$ cat src/rtl/nibble_serial_add_seq.sv
// Nibble-serial add/subtract sequencer. It drives an external 4-bit
// ripple-carry adder one nibble per clock, keeps the inter-nibble carry in a
// flop, and assembles the wide result. The FSM state is exported on dbg_state.
//
// Handshake: start is a single-cycle request that is taken only when the FSM
// is IDLE (busy=0). Requests made while busy are dropped, not queued. done is
// a one-cycle pulse, and sum/cout/ovf are valid in that cycle. They hold their
// value until the next accepted start.
module nibble_serial_add_seq #(
  parameter int NIBBLES = 4
) (
  input  logic                   clk,
  input  logic                   rst,
  input  logic                   start,
  input  logic                   sub,
  input  logic                   cin,
  input  logic [4*NIBBLES-1:0]   op_a,
  input  logic [4*NIBBLES-1:0]   op_b,
  output logic                   busy,
  output logic                   done,
  output logic [4*NIBBLES-1:0]   sum,
  output logic                   cout,
  output logic                   ovf,
  output logic [3:0]             add_a,
  output logic [3:0]             add_b,
  output logic                   add_c0,
  input  logic [3:0]             add_s,
  input  logic                   add_c4,
  output logic [1:0]             dbg_state
);

  localparam int W     = 4 * NIBBLES;
  localparam int IDX_W = (NIBBLES > 1) ? $clog2(NIBBLES) : 1;
  localparam logic [IDX_W-1:0] LAST_IDX = IDX_W'(NIBBLES - 1);

  typedef enum logic [1:0] {
    S_IDLE = 2'd0,
    S_RUN  = 2'd1,
    S_DONE = 2'd2
  } state_t;

  state_t           state_q, state_d;
  logic [W-1:0]     a_q, a_d;
  logic [W-1:0]     b_q, b_d;
  logic [W-1:0]     sum_q, sum_d;
  logic [IDX_W-1:0] idx_q, idx_d;
  logic             carry_q, carry_d;
  logic             cout_q, cout_d;
  logic             ovf_q, ovf_d;
  logic             busy_q, busy_d;
  logic             done_q, done_d;

  // Bit offset of the current nibble. The operand registers are shifted
  // rather than part-selected, so no index can go out of range.
  logic [IDX_W+1:0] bit_ofs;
  logic [W-1:0]     a_sh;
  logic [W-1:0]     b_sh;

  assign bit_ofs = {idx_q, 2'b00};
  assign a_sh    = a_q >> bit_ofs;
  assign b_sh    = b_q >> bit_ofs;

  // Adder operand drive: the current nibble while running, zero otherwise.
  always_comb begin
    add_a  = 4'h0;
    add_b  = 4'h0;
    add_c0 = 1'b0;
    if (state_q == S_RUN) begin
      add_a  = a_sh[3:0];
      add_b  = b_sh[3:0];
      add_c0 = carry_q;
    end
  end

  // Next-state and datapath update for the sequencer.
  always_comb begin
    state_d = state_q;
    a_d     = a_q;
    b_d     = b_q;
    sum_d   = sum_q;
    idx_d   = idx_q;
    carry_d = carry_q;
    cout_d  = cout_q;
    ovf_d   = ovf_q;
    case (state_q)
      S_IDLE: begin
        if (start) begin
          a_d     = op_a;
          // Subtraction is A + ~B + 1. B is stored pre-inverted and the +1
          // enters as the initial carry.
          b_d     = sub ? ~op_b : op_b;
          carry_d = sub ? 1'b1 : cin;
          idx_d   = '0;
          sum_d   = '0;
          cout_d  = 1'b0;
          ovf_d   = 1'b0;
          state_d = S_RUN;
        end
      end
      S_RUN: begin
        sum_d   = (sum_q & ~(W'(4'hF) << bit_ofs)) | (W'(add_s) << bit_ofs);
        carry_d = add_c4;
        idx_d   = idx_q + 1'b1;
        if (idx_q == LAST_IDX) begin
          cout_d  = add_c4;
          // Signed overflow: the operand signs agree (B after inversion) but
          // the result sign differs from them.
          ovf_d   = (a_q[W-1] == b_q[W-1]) && (add_s[3] != a_q[W-1]);
          idx_d   = '0;
          state_d = S_DONE;
        end
      end
      S_DONE: begin
        state_d = S_IDLE;
      end
      default: begin
        state_d = S_IDLE;
      end
    endcase
    busy_d = (state_d != S_IDLE);
    done_d = (state_d == S_DONE);
  end

  // State and output registers with synchronous reset. Reset aborts any
  // operation in flight.
  always_ff @(posedge clk) begin
    if (rst) begin
      state_q <= S_IDLE;
      a_q     <= '0;
      b_q     <= '0;
      sum_q   <= '0;
      idx_q   <= '0;
      carry_q <= 1'b0;
      cout_q  <= 1'b0;
      ovf_q   <= 1'b0;
      busy_q  <= 1'b0;
      done_q  <= 1'b0;
    end else begin
      state_q <= state_d;
      a_q     <= a_d;
      b_q     <= b_d;
      sum_q   <= sum_d;
      idx_q   <= idx_d;
      carry_q <= carry_d;
      cout_q  <= cout_d;
      ovf_q   <= ovf_d;
      busy_q  <= busy_d;
      done_q  <= done_d;
    end
  end

  assign busy      = busy_q;
  assign done      = done_q;
  assign sum       = sum_q;
  assign cout      = cout_q;
  assign ovf       = ovf_q;
  assign dbg_state = state_q;

endmodule

$ cat config.mk
export PLATFORM = sky130hd
export DESIGN_NAME = nibble_serial_add_seq
export DESIGN_NICKNAME = d
export VERILOG_FILES = /design/src/rtl/nibble_serial_add_seq.sv
export SDC_FILE = /design/constraint.sdc
export NUM_CORES = 1
export LEC_CHECK = 0
export BUFFER_PORTS_ARGS = -buffer_cell sky130_fd_sc_hd__buf_2
export CAP_MARGIN = 20
export CORE_UTILIZATION = 39
export DETAILED_ROUTE_END_ITERATION = 6
export PLACE_DENSITY = 0.75
export SYNTH_ARGS = -nofsm -noshare
export SYNTH_HDL_FRONTEND = slang
export SYNTH_SLANG_ARGS = --single-unit
$ cat constraint.sdc
create_clock -name clk -period 1.6 [get_ports clk]
set_input_delay 0.08 -clock clk [delete_from_list [all_inputs] [get_ports clk]]
set_output_delay 0.08 -clock clk [all_outputs]
set_load 0.05 [all_outputs]
# Word level (Yosys, flattened, before mapping)
# Cells that the tools add are included.
[classes]
add_sub_neg = 1
multipliers = 0
div_mod_pow = 0
order_cmp = 0
eq_ne = 7
shift = 4
mux = 20
n_bitwise = 4
reduce_logical = 7
[op_table]
columns = ["operator", "n"]
rows = [
  ["2-to-1 mux 16 bit", 2],
  ["inverter 16 bit", 2],
  ["case mux 16 bit (2 select lines)", 1],
  [">> shifter 16 x 4 -> 4 bit", 2],
  ["AND 16 bit", 1],
  ["bitwise OR 16 bit", 1],
  ["left shift 4 x 4 -> 16 bit", 1],
  ["left shift 4 x 4 -> 16 bit (first input constant)", 1],
  ["2-to-1 mux 2 bit", 4],
  ["2-to-1 mux 4 bit", 2],
  ["case mux 2 bit (2 select lines)", 2],
  ["2-to-1 mux 1 bit", 6],
  ["case mux 1 bit (2 select lines)", 3],
  ["equality test 2 bit (second input constant)", 2],
  ["AND reduction 2 bit", 2],
  ["nonzero test 2 bit", 2],
  ["AND reduction 3 bit", 1],
  ["adder 2 x 1 -> 2 bit (second input constant)", 1],
  ["equality test 2 x 1 -> 1 bit (second input constant)", 1],
  ["logical NOT 2 bit", 1],
  ["inequality test 2 x 1 -> 1 bit (second input constant)", 1],
  ["inequality test 2 bit (second input constant)", 1],
  ["equality test 1 bit", 1],
  ["logical AND 1 bit", 1],
  ["inequality test 1 bit", 1],
]
[totals]
register_bits = 57
latchBits = 0
ram_bits = 0
romBits = 0
out_inout_bits = 31
wordCells = 53
mem_count = 0

# Longest topological paths before layout
[logic_depth]
word_depth = 5
depth_mapped = 6
mapped_depth_nobuf = 5

# Worst setup path before layout
# Ideal clock, no wire load.
[synth_path]
path_type = "reg2out"
start = "register state_q[0] (netlist: dbg_state[0])"
end = "output port add_a[0]"
t_arrival_ps = 1895
t_required_ps = 1520
slack_ps = -375
path_stages_with_launch = 5
path_buffers = 2
path_cell_list = "dfxtp_1 buf_6 nand2b_2 clkbuf_1 nor2b_1"
[synth_via]
elab_chain_len = 2
[synth_lines]
columns = ["item", "line_no", "source"]
rows = [
  ["start: declaration", "42", "state_t state_q, state_d;"],
  ["start signal: assignment", "139", "state_q <= state_d;"],
  ["equality test 2 x 1 -> 1 bit", "68", "if (state_q == S_RUN) begin"],
  ["2-to-1 mux 4 bit", "68", ""],
  ["end: declaration", "24", "output logic [3:0] add_a,"],
]
# No other way between the ends.

# Worst setup path in the final report
[layout_path]
start = "register idx_q[0]"
end = "output port add_a[2]"
[layout_via]
elab_chain_len = 2
[layout_lines]
columns = ["item", "line_no", "source"]
rows = [
  ["start: declaration", "46", "logic [IDX_W-1:0] idx_q, idx_d;"],
  ["start signal: assignment", "143", "idx_q <= idx_d;"],
  [">> shifter 16 x 4 -> 4 bit", "60", "assign a_sh = a_q >> bit_ofs;"],
  ["2-to-1 mux 4 bit", "68", ""],
]
# No other way between the ends.

==> summary.txt <==
Drt
  – Vias: 2069
  – Drt first pass iters: 7
  – Post-Route WL: 5950 µm
  – WL/cell: 14.4 µm
  – Vias per inst: 5.01
  – ANT nets after route: 0
  – Drc violations: 13
  – Initial DRC Count: 122

Power and ir drop
  – P_leak: 1.54 nW
  – NetSw: 985 µW
  – Combinational Power Share: 18.3%
  – Switching Fraction: 25.2%
  – Power share of the clock group: 42.0%
  – PwrDens: 1050 nW/µm²
  – Power Internal: 2.93 mW
  – Sequential Power Share: 39.8%
  – Maximum vdd ir drop: 0.673 mV
  – Final Power: 3.91 mW

Die
  – Initial Util: 40.9%
  – Core Region: 6460 µm²
  – Core Rows: 29
  – Die Ht: 84.3 µm
  – Die W: 84.3 µm
  – Io pins: 73
  – Die area: 7110 µm²

Critical path
  – Critical Path Start Type: register
  – CP arrival: 1.62 ns
  – Worst path cell trace: buf_12 > mux4_2 > nor2b_4 > buf_6
  – Crit Reg-Reg Startpoint: idx_q[0]$_SDFFE_PP0P_
  – Beginning of the critical path: idx_q[0]$_SDFFE_PP0P_
  – Critical path buffers and inverters: 2
  – RR Endpoint: sum[14]$_SDFFE_PP0P_
  – Crit Path Class: register to output port
  – Max stage delay cell, worst path: mux4_2
  – Critical path required time: 1.52 ns
  – CP Max Fanout: 6
  – Crit end category: output port
  – Cells on worst reg2reg path: 6
  – CP peak stage delay: 0.49 ns
  – WP depth: 4
  – Flop2flop setup slack: 0.04 ns
  – Crit path to: add_a[2]
  – CP top delay family: multiplexers

Clocking
  – Clock Tree Buf Depth: 2
  – # H-tree levels: 3
  – TritonCTS buffer count: 9
  – CTS tree: built
  – Clock sink count: 57
  – Worst-Skew Late Latency: 0.33 ns
  – Clock transition time at the flip-flop clock pins of the worst setup and hold paths: 0.07 ns
  – CTS root buf: clkbuf_8

Global routing
  – Largest net degree at the start of global routing: 50
  – Tot GR Track Use: 17.8%
  – GRT overflow: 0
  – First-pass GRT wire length: 9890 µm
  – Initial antenna violation count: 0
  – Vias in the first global route: 2058

Layout
  – Layout Cells excl Fill: 413
  – Design area: 3720 µm²
  – Filler cell count: 560
  – Antenna Cells: 0
  – Most frequent cells in the layout: 63 x buf_2, 53 x dfxtp_1, 35 x nor2_1, 21 x dlygate4sd3_1, 18 x a22o_1
  – Fin util: 57.6%
  – Fin nets: 377
  – Synth-to-Final Area Change: 40.9%
  – Share of cells above drive strength 1: 44.9%
  – Most common cell after layout, fill and taps aside: buf_2

Timing
  – WHS: 0.0567 ns
  – Relative max-transition margin: 57.9%
  – Fmax: 590 MHz
  – Final setup vio count: 8
  – Tcrit/Tclk final: 106%
  – Max-slew violations: 0
  – Post-layout worst setup margin: -0.0961 ns
  – RSZ-0062 raised after global routing: yes
  – Final min period: 1.70 ns
  – Final hold vios: 0
  – Sum of negative setup slack: -0.698 ns
  – Worst slew pin tran: 0.632 ns
  – Fin Clk Skew: 0.00700 ns

Job
  – Max_cap viols: 0

Place
  – Placer's final routability congestion estimate: 0.763
  – Placed Cells incl. Taps: 374
  – Worst slack, placed: 0.0340 ns
  – Hpwl dp: 3940 µm
  – Placed cell areas: 3150 µm²
  – # port buffers: 72

Synth
  – Flop and latch count out of synthesis: 57
  – Dominant cell type by area after synthesis: dfxtp_1
  – Synth Flop Type: dfxtp_1
  – Synth async-reset ratio: 0%
  – Post-synth EDFFs: 0
  – Synthesized instance count: 231
  – Synth area leaders: dfxtp_1 43%, a211oi_2 7.6%, mux2i_1 6.1%, a22o_1 6.0%, xnor2_1 5.6%
  – Post-synthesis sequential area ratio: 43.2%
  – Avg Synthesized Cell Area: 11.4 µm²
  – Post-synth net total: 277
  – Top cell type's share of synthesized area: 43.2%
  – Synth cell types: 33
  – Warnings from Yosys: 0
  – Cell Area, Synth: 2640 µm²

Hold path
  – Hold Crit Class: primary input to register

Run status
  – Failing checks: DRC, setup timing
  – Status: finished, violations left
state kept, by name (all words and copies together) (netlist names), 2 cells and up:
name / count
a_q: 16
sum: 16
b_q: 16
dbg_state: 2
idx_q: 2
kinds of logic (layout without fill, tap and decap cells):
group / after synthesis / after routing / synth area share, %
flops: 57 / 57 / 43.2
fa+ha+maj: 4 / 4 / 1.89
mux: 28 / 28 / 14.9
simple gates: 60 / 60 / 12.2
buf+inv: 21 / 126 / 5.35
compound gates: 44 / 44 / 16.9
xor+xnor: 17 / 17 / 5.63
timing repair:
| action | in CTS | in global routing |
|---|---|---|
| hold buffers | 21 | 0 |
| endpoints found under the setup margin | 9 | 27 |
| setup buffers | 2 | 0 |
| resized for setup | 25 | 9 |
| pin swaps | 2 | 10 |
| endpoints found under the hold margin | 21 | 0 |
worst reg2reg max path, stage by stage, from the launching register on:
cell	delay [ns]
dfxtp_4	0.36
buf_12	0.14
buf_6	0.13
ha_4	0.16
mux2_4	0.27
a21oi_4	0.25
a22o_1	0.19
synthesized netlist by cell type, types with 2 or more instances:
library cell and number:
nor3_1 2, mux4_2 6, nor3b_1 2, buf_6 7, ha_1 4, a22o_1 18, o21ai_0 2, mux2_2 4
nor2_1 36, buf_2 5, nor2b_1 12, a21oi_2 3, xnor2_1 17, clkbuf_1 3, dfxtp_1 57, mux4_1 2
mux2i_1 16, inv_1 5, a211oi_2 16
layout make-up:
cell class / count / area [µm²] / share of cell area (%)
clock buffer: 11 / 141 / 3.80
multi-input combinational: 153 / 1470 / 39.4
inverter: 5 / 18.8 / 0.504
sequential: 57 / 1150 / 30.9
tap: 77 / 96.3 / 2.59
timing repair buffer: 105 / 746 / 20.0
clock inverter: 5 / 103 / 2.76
metal layers:
layer  wire length, µm  track usage [%]  vias up  part of all wire, %
li1                  -                -     1024                    -
met5                 0                0        -                    0
met4                75             6.27        0                  1.3
met1              2670             21.9      968                   45
met3               422             6.49        9                  7.1
met2              2790             28.9       68                   47
power groups by stage:
stage | registers, mW | logic (mW) | clock network (mW)
finish | 1.55 | 0.714 | 1.64
floorplan | 1.61 | 0.460 | 0
detailed placement | 1.58 | 0.635 | 0
global placement | 1.58 | 0.624 | 0
CTS | 1.55 | 0.706 | 1.68
global route | 1.56 | 0.769 | 1.75
how the worst min path moves through the flow:
stage             start                   end  slack [ns]  depth (start not counted)
3_3_place_gp   add_s[2]  sum[14]$_SDFFE_PP0P_        0.31                          2
6_report        op_b[8]   b_q[8]$_SDFFE_PP0P_        0.06                          3
4_1_cts        op_b[14]  b_q[14]$_SDFFE_PP0P_        0.04                          3
5_1_grt        op_b[14]  b_q[14]$_SDFFE_PP0P_        0.05                          3
3_5_place_dp   add_s[2]  sum[14]$_SDFFE_PP0P_        0.31                          2
2_1_floorplan    add_c4     cout$_SDFFE_PP0P_        0.21                          1
(Power assumes the default switching activity.)
